## src/rtl/aes_round_sequencer.sv

```systemverilog
// aes_round_sequencer
//   Iterative AES encryption controller. Accepts one plaintext block and applies
//   round-0 AddRoundKey. It then drives NR__ROUNDS passes through an external
//   combinational round datapath, and presents the ciphertext on a valid/ready
//   output.
//
// Optional feature macro: AES_SEQ_ABORT_EN (adds the 'abort' input).
//
// Ports
//   clk        in   1   rising-edge clock
//   rst        in   1   synchronous active-high reset
//   abort      in   1   (AES_SEQ_ABORT_EN only) drop the block in flight
//   in_valid   in   1   plaintext offered
//   in_ready   out  1   sequencer idle and able to accept
//   in_block   in   W   plaintext
//   rk_idx     out  RW  round-key index to key store
//   rk_word    in   W   round key for rk_idx (same cycle)
//   dp_state   out  W   current state to round datapath
//   dp_last    out  1   final round, datapath skips MixColumns
//   dp_result  in   W   round datapath output
//   out_valid  out  1   ciphertext valid
//   out_ready  in   1   downstream accepts ciphertext
//   out_block  out  W   ciphertext
module aes_round_sequencer #(
   parameter  int unsigned NK__KEY_LENGTH           = 8,
   parameter  int unsigned NR__ROUNDS               = 14,
   parameter  int unsigned NB__BLOCK_LENGTH_IN_TEXT = 4,
   localparam int unsigned W  = NB__BLOCK_LENGTH_IN_TEXT * NK__KEY_LENGTH * 4,
   localparam int unsigned RW = $clog2(NR__ROUNDS + 1)
) (
   input  logic          clk,
   input  logic          rst,
`ifdef AES_SEQ_ABORT_EN
   input  logic          abort,
`endif
   input  logic          in_valid,
   output logic          in_ready,
   input  logic [W-1:0]  in_block,
   output logic [RW-1:0] rk_idx,
   input  logic [W-1:0]  rk_word,
   output logic [W-1:0]  dp_state,
   output logic          dp_last,
   input  logic [W-1:0]  dp_result,
   output logic          out_valid,
   input  logic          out_ready,
   output logic [W-1:0]  out_block
);

   localparam logic [RW-1:0] LAST_ROUND = RW'(NR__ROUNDS);
   localparam logic [RW-1:0] FIRST_ROUND = RW'(1);

   typedef enum logic [1:0] {
      S_IDLE  = 2'd0,
      S_ROUND = 2'd1,
      S_DONE  = 2'd2
   } fsm_t;

   fsm_t          r_fsm;
   logic [RW-1:0] r_round;
   logic [W-1:0]  r_state;
   logic          r_in_ready;
   logic          r_out_valid;
   logic [RW-1:0] r_rk_idx;
   logic          r_dp_last;

   fsm_t          w_fsm_nxt;
   logic [RW-1:0] w_round_nxt;
   logic [W-1:0]  w_state_nxt;
   logic          w_in_ready_nxt;
   logic          w_out_valid_nxt;
   logic [RW-1:0] w_rk_idx_nxt;
   logic          w_dp_last_nxt;

   // Next-state and next-output decode; outputs are registered from the next state.
   always_comb begin
      w_fsm_nxt       = r_fsm;
      w_round_nxt     = r_round;
      w_state_nxt     = r_state;
      w_in_ready_nxt  = 1'b0;
      w_out_valid_nxt = 1'b0;
      w_rk_idx_nxt    = '0;
      w_dp_last_nxt   = 1'b0;

      unique case (r_fsm)
         S_IDLE: begin
            // rk_idx is 0 here, so rk_word is the whitening key
            if (in_valid && r_in_ready) begin
               w_state_nxt = in_block ^ rk_word;
               w_round_nxt = FIRST_ROUND;
               w_fsm_nxt   = S_ROUND;
            end
         end
         S_ROUND: begin
            w_state_nxt = dp_result;
            // Round counter saturates at the last round
            if (r_round == LAST_ROUND) begin
               w_fsm_nxt = S_DONE;
            end else begin
               w_round_nxt = r_round + FIRST_ROUND;
            end
         end
         S_DONE: begin
            if (out_ready) begin
               w_fsm_nxt   = S_IDLE;
               w_round_nxt = '0;
            end
         end
         default: begin
            w_fsm_nxt   = S_IDLE;
            w_round_nxt = '0;
         end
      endcase

`ifdef AES_SEQ_ABORT_EN
      // Abort beats the output handshake; the state register keeps its contents
      if (abort && (r_fsm != S_IDLE)) begin
         w_fsm_nxt   = S_IDLE;
         w_round_nxt = '0;
         w_state_nxt = r_state;
      end
`endif

      if (w_fsm_nxt == S_IDLE) begin
         w_in_ready_nxt = 1'b1;
      end
      if (w_fsm_nxt == S_DONE) begin
         w_out_valid_nxt = 1'b1;
      end
      if (w_fsm_nxt == S_ROUND) begin
         w_rk_idx_nxt  = w_round_nxt;
         w_dp_last_nxt = (w_round_nxt == LAST_ROUND);
      end
   end

   // State and output registers
   always_ff @(posedge clk) begin
      if (rst) begin
         r_fsm       <= S_IDLE;
         r_round     <= '0;
         r_state     <= '0;
         r_in_ready  <= 1'b1;
         r_out_valid <= 1'b0;
         r_rk_idx    <= '0;
         r_dp_last   <= 1'b0;
      end else begin
         r_fsm       <= w_fsm_nxt;
         r_round     <= w_round_nxt;
         r_state     <= w_state_nxt;
         r_in_ready  <= w_in_ready_nxt;
         r_out_valid <= w_out_valid_nxt;
         r_rk_idx    <= w_rk_idx_nxt;
         r_dp_last   <= w_dp_last_nxt;
      end
   end

   assign in_ready  = r_in_ready;
   assign out_valid = r_out_valid;
   assign rk_idx    = r_rk_idx;
   assign dp_last   = r_dp_last;
   assign dp_state  = r_state;
   assign out_block = r_state;

endmodule

```

## config.mk

```make
export PLATFORM = sky130hd
export DESIGN_NAME = aes_round_sequencer
export DESIGN_NICKNAME = d
export VERILOG_FILES = /design/src/rtl/aes_round_sequencer.sv
export SDC_FILE = /design/constraint.sdc
export NUM_CORES = 1
export LEC_CHECK = 0
export CAP_MARGIN = 20
export CORE_AREA = 4 4 251 253
export DETAILED_ROUTE_END_ITERATION = 10
export DIE_AREA = 0 0 255 257
export HOLD_SLACK_MARGIN = 0.15
export SLEW_MARGIN = 0
export SYNTH_ARGS = -nofsm -noshare
export SYNTH_HDL_FRONTEND = slang
export SYNTH_SLANG_ARGS = --single-unit
```

## constraint.sdc

```tcl
create_clock -name clk -period 2.95 [get_ports clk]
set_input_delay 0.7375 -clock clk [delete_from_list [all_inputs] [get_ports clk]]
set_output_delay 0.7375 -clock clk [all_outputs]
set_load 0.02 [all_outputs]
```

==> flow_summary.toml, run 1 <==
[run_status]
status = "finished clean"

[floorplanning]
io_pins = 651
die_y_um = 257
coreArea_um2 = 61000
die_area_um2 = 65500
core.rowCount = 91
start_util_pct = 13.0
die_w_um = 255

[place]
io_buffers = 650
dpl_cell_area_um2 = 14400
hpwl_mm = 28.6
placed_cells = 2163
place_ws_ns = 0.501
finalWeightedCongestion = 0.786

[clocking]
clockBufferDepth = 2
numCtsBuffers = 17
cts_tree = "done"
postCtsSetupRepairBufs = 0
ctsResizeCount = 0
cts_hold_buffers = 0
cts.sinks = 141
ctsHtreeMaxLevel = 4
clk_pin_slew_worst_paths_ns = 0.06
cts_root_buf = "clkbuf_16"
clk_latency_ns = 0.46

[finish]
layout_common_cells = "649 x clkdlybuf4s50_1, 140 x dfxtp_1, 139 x nor2_1"
fill_cells = 6609
fin_area_um2 = 15000
final_common_cell = "clkdlybuf4s50_1"
areaGrowthSynthToFinish_pct = 89.5
drive_gt1_share_pct = 4.70
fin_cells = 2195
nets = 1782
insertedDiodeCount = 0

[critical_path]
crit_slowest_cell = "clkdlybuf4s50_1"
arrival_ns = 1.58
crit_chain = "clkdlybuf4s50_1"
crit_path_start_kind = "flop"
critPathMaxStageDelay_ns = 0.71
cp_max_fo = 3
end_kind = "output pin"
path_delay_family = "buffers and inverters"
cp_num_buf_inv = 1
required_ns = 2.21
critical_path_class = "flop to output pin"

[sta]
rsz0062_at_grt = "no"
layout_setup_ws_ns = 0.633
setup-tns-final_ns = 0
hold_viol = 0
setup_viol = 0
fmax_mhz = 432
period_minus_slack_ns = 2.32
fin_worst_skew_ns = 0.00799
relSlewSlack_pct = 48.1
maxSlewViolCount = 0
worstMarginPinSlew_ns = 0.779
min_period_over_period_pct = 78.5

[detailed_routing]
ant_nets = 0
first_pass_iters = 4
drc_errors = 0
via_per_inst = 3.78
drt-total-wl_mm = 35.2
drt_iter0_drc = 299
vias = 8293
routedWlPerCell_um = 16.0

[synth]
yosysSeqAreaShare_pct = 35.6
syn_avg_cell_area_um2 = 8.83
synth.largest_area_cell = "dfxtp_1"
ys_warn_count = 0
yosysTopAreaCellShare_pct = 35.6
ys_ff_latch = 141
syn_inst = 899
netlist_top_cells_area = "dfxtp_1 36%, xor2_1 14%, buf_4 14%"
synthDistinctLibCells = 29
syn-cell-area_um2 = 7940
syn-num-nets = 1289

[grt]
grt_overflow = 0
first_global_vias = 8697
grt_max_degree = 77
antenna_found_initial = 2
grtUsageTotal_pct = 10.3
grt_first_pass_wirelength_mm = 51.2

[power_and_ir_drop]
powerDensity_nw_per_um2 = 499
leakagePower_nw = 5.60
total_power_w = 0.00750
vdd_ir_drop_max_mv = 0.380

[worst_hold_path]
hold_path.class = "flop to flop"

[job]
max_cap_violations = 0
[registers in the layout, summed over array words and instances, names as in the netlist]
signal	cells
dp_last	1
dp_state	128
in_ready	1
out_valid	1
r_fsm	2
r_round	4
rk_idx	4
[final cells by class]
type / instances / area, um^2 / area share [%]
well taps: 790 / 988 / 6.57
clock inverters: 13 / 188 / 1.25
clock buffers: 19 / 443 / 2.95
multi-input cells: 553 / 3800 / 25.3
flip-flops and latches: 141 / 2830 / 18.8
repair buffers: 675 / 6780 / 45.1
inverters: 4 / 15.0 / 0.0998
[synthesized netlist by cell type (all sizes together)]
| master | n |
|---|---|
| a211oi | 128 |
| a21o | 1 |
| a21oi | 5 |
| a22oi | 130 |
| and2b | 1 |
| and3 | 1 |
| and3b | 1 |
| buf | 159 |
| clkbuf | 42 |
| dfxtp | 141 |
| ha | 2 |
| inv | 4 |
| nand2 | 1 |
| nand2b | 3 |
| nand3 | 2 |
| nor2 | 140 |
| nor3 | 4 |
| nor4 | 1 |
| nor4b | 1 |
| o21ai | 1 |
| o22ai | 1 |
| o2bb2ai | 1 |
| o32a | 1 |
| xor2 | 128 |
[cell families after synthesis]
logic type / count (synthesis) / share of synthesized area, %
adder cells (fa/ha/maj): 2 / 0.315
XOR/XNOR: 128 / 14.1
AND/OR/NAND/NOR: 155 / 8.12
buffers and inverters: 205 / 16.7
AO/OA/AOI/OAI: 268 / 25.2
flip-flops: 141 / 35.6
[power by group]
part	switching [W]	leakage, nW	internal [W]
Clock	0.000913	0.300	0.00144
Combinational	0.00133	4.13	0.00148
Sequential	0.000220	1.17	0.00212
Total	0.00246	5.60	0.00505
[path summary, 6_finish.rpt]
kind | startpoint | to | slack (ns) | depth (start not counted)
max | dp_state[106] | out_block[106] | 0.63 | 1
min reg2reg | dp_state[0] | dp_state[0] | 0.52 | 2
min | dp_state[0] | dp_state[0] | 0.52 | 2
max reg2reg | r_fsm[1] | dp_state[16] | 0.99 | 5
[through the flow]
stage / hold WS, ns / util [%]
5_1_grt: 0.543 / 24.6
6_report: 0.517 / 24.6
2_1_floorplan: 0.548 / -
4_1_cts: 0.521 / 24.6
3_5_place_dp: 0.509 / 23.6
3_3_place_gp: 0.503 / 23.6
[routing by layer]
metal	track usage (%)	vias up	wire (um)
li1	-	4069	-
met1	11.3	3794	13600
met2	18.3	395	17900
met3	2.72	35	2640
met4	4.76	0	1060
met5	0	-	0
No activity file was read; power rests on OpenSTA's default activity.
==> run 2, diff against run 1 <==
- CORE_AREA: 4 4 251 253 -> 4 4 252 254
- DIE_AREA: 0 0 255 257 -> 0 0 256 258
- clock period: 2.95 -> 1.9 ns (I/O delays scaled with it)
==> run 2 against run 1 <==
Compared with the run above:
- critical path depth did not move
- clock-buffer cell count rose by 2
- sequential power rose by 56%
- utilization barely moved
- clock power rose by 49%
- sequential share of layout area barely moved
- worst hold slack got worse by 0.049 ns
- register-to-register slack got worse by 0.79 ns
==> flow_summary.toml, run 2 (synthesis results as in run 1) <==
[critical_path]
critPathMaxStageDelay_ns = 0.47
crit_chain = "dlygate4sd2_1"
critical_path_class = "flop to output pin"
path_delay_family = "flip-flops"
r2r_slack_ns = 0.20
arrival_ns = 1.30
worst_r2r_path_depth = 8
end_kind = "output pin"
required_ns = 1.42
crit_slowest_cell = "dfxtp_1"
cp_num_buf_inv = 1
crit_path_start_kind = "flop"
cp.depth = 1
cp_max_fo = 3

[sta]
rsz0062_at_grt = "no"
fin_worst_skew_ns = 0.00972
min_period_over_period_pct = 93.4
hold_viol = 0
relSlewSlack_pct = 73.0
worstMarginPinSlew_ns = 0.405
period_minus_slack_ns = 1.77
fmax_mhz = 563
maxSlewViolCount = 0
setup_viol = 0

[clocking]
cts_root_buf = "clkbuf_16"
ctsHtreeMaxLevel = 4
clk_latency_ns = 0.45
clockBufferDepth = 2
clk_pin_slew_worst_paths_ns = 0.06
cts.sinks = 141
cts_tree = "done"
numCtsBuffers = 17
postCtsSetupRepairBufs = 0

[finish]
insertedDiodeCount = 0
largest_register_ffs = 128
areaGrowthSynthToFinish_pct = 90.0
layout_common_cells = "386 x clkdlybuf4s50_1, 262 x dlygate4sd2_1, 139 x nor2_1, 139 x dfxtp_1, 130 x a22oi_1"
nets = 1825
final_common_cell = "clkdlybuf4s50_1"
utilization_pct = 24.6
drive_gt1_share_pct = 7.60

[floorplanning]
core.rowCount = 91
io_pins = 651
die_area_um2 = 66000
die_y_um = 258
start_util_pct = 13.0
coreArea_um2 = 61300
die_w_um = 256

[power_and_ir_drop]
leakagePower_nw = 6.69
powerDensity_nw_per_um2 = 744
vdd_ir_drop_max_mv = 0.615
total_power_w = 0.0112

[detailed_routing]
drt-total-wl_mm = 36.2
via_per_inst = 3.80
drt_iter0_drc = 309
ant_nets = 0
first_pass_iters = 4
drc_errors = 0
vias = 8490
routedWlPerCell_um = 16.2

[grt]
antenna_found_initial = 1
first_global_vias = 9060
grtUsageTotal_pct = 10.5
grt_max_degree = 67
grt_overflow = 0
grt_first_pass_wirelength_mm = 53.2

[place]
io_buffers = 650
finalWeightedCongestion = 0.835
hpwl_mm = 30.0

[run_status]
status = "finished clean"

[worst_hold_path]
hold_path.class = "input port to flop"
whs_path_depth = 3

[job]
max_cap_violations = 0
run 2: final timing paths:
| kind | end | start |
|---|---|---|
| worst max register to register | dp_last | r_round[0] |
| worst min-delay path | r_round[0] | rst |
| worst min register to register | dp_state[8] | dp_state[8] |
| worst max-delay path | dp_state[71] | dp_state[71] |
run 2: per-stage QoR:
step / hold slack, ns / worst slack, ns / TNS, ns / cell area, um^2 / cells
6_report: 0.468 / 0.125 / 0 / 15100 / 2237
5_1_grt: 0.444 / 0.0392 / 0 / 15100 / 2237
4_1_cts: 0.396 / 0.0340 / 0 / 15100 / 2237
3_5_place_dp: 0.513 / -0.162 / -10.40 / 14800 / 2206
3_3_place_gp: 0.506 / -0.119 / -6.66 / 14800 / 2206
2_1_floorplan: 0.548 / 0.387 / 0 / 7940 / 899
run 2: what timing repair did:
action                                  in CTS  in global routing
resized for setup                          263                  0
endpoints found under the setup margin     262                  0
hold buffers                                 0                  0
run 2: routing by layer:
layer | GRT usage (%) | vias up | share of wire, %
met5 | 0 | - | 0
met1 | 11.0 | 3887 | 39
met2 | 19.0 | 410 | 52
li1 | - | 4157 | -
met4 | 3.82 | 0 | 2.1
met3 | 4.09 | 36 | 7.6
run 2: final cells by class:
class,count,area (um^2)
fill,6671,46200
timing repair buffer,718,6830
multi-input combinational,553,3800
sequential,141,2830
tap,790,988
clock buffer,21,470
clock inverter,10,139
inverter,4,15.0
run 2: report_power, final:
group | total (W) | internal [W] | switching, W
sequential | 0.00364 | 0.00330 | 0.000343
combinational | 0.00407 | 0.00199 | 0.00208
clock | 0.00351 | 0.00216 | 0.00135
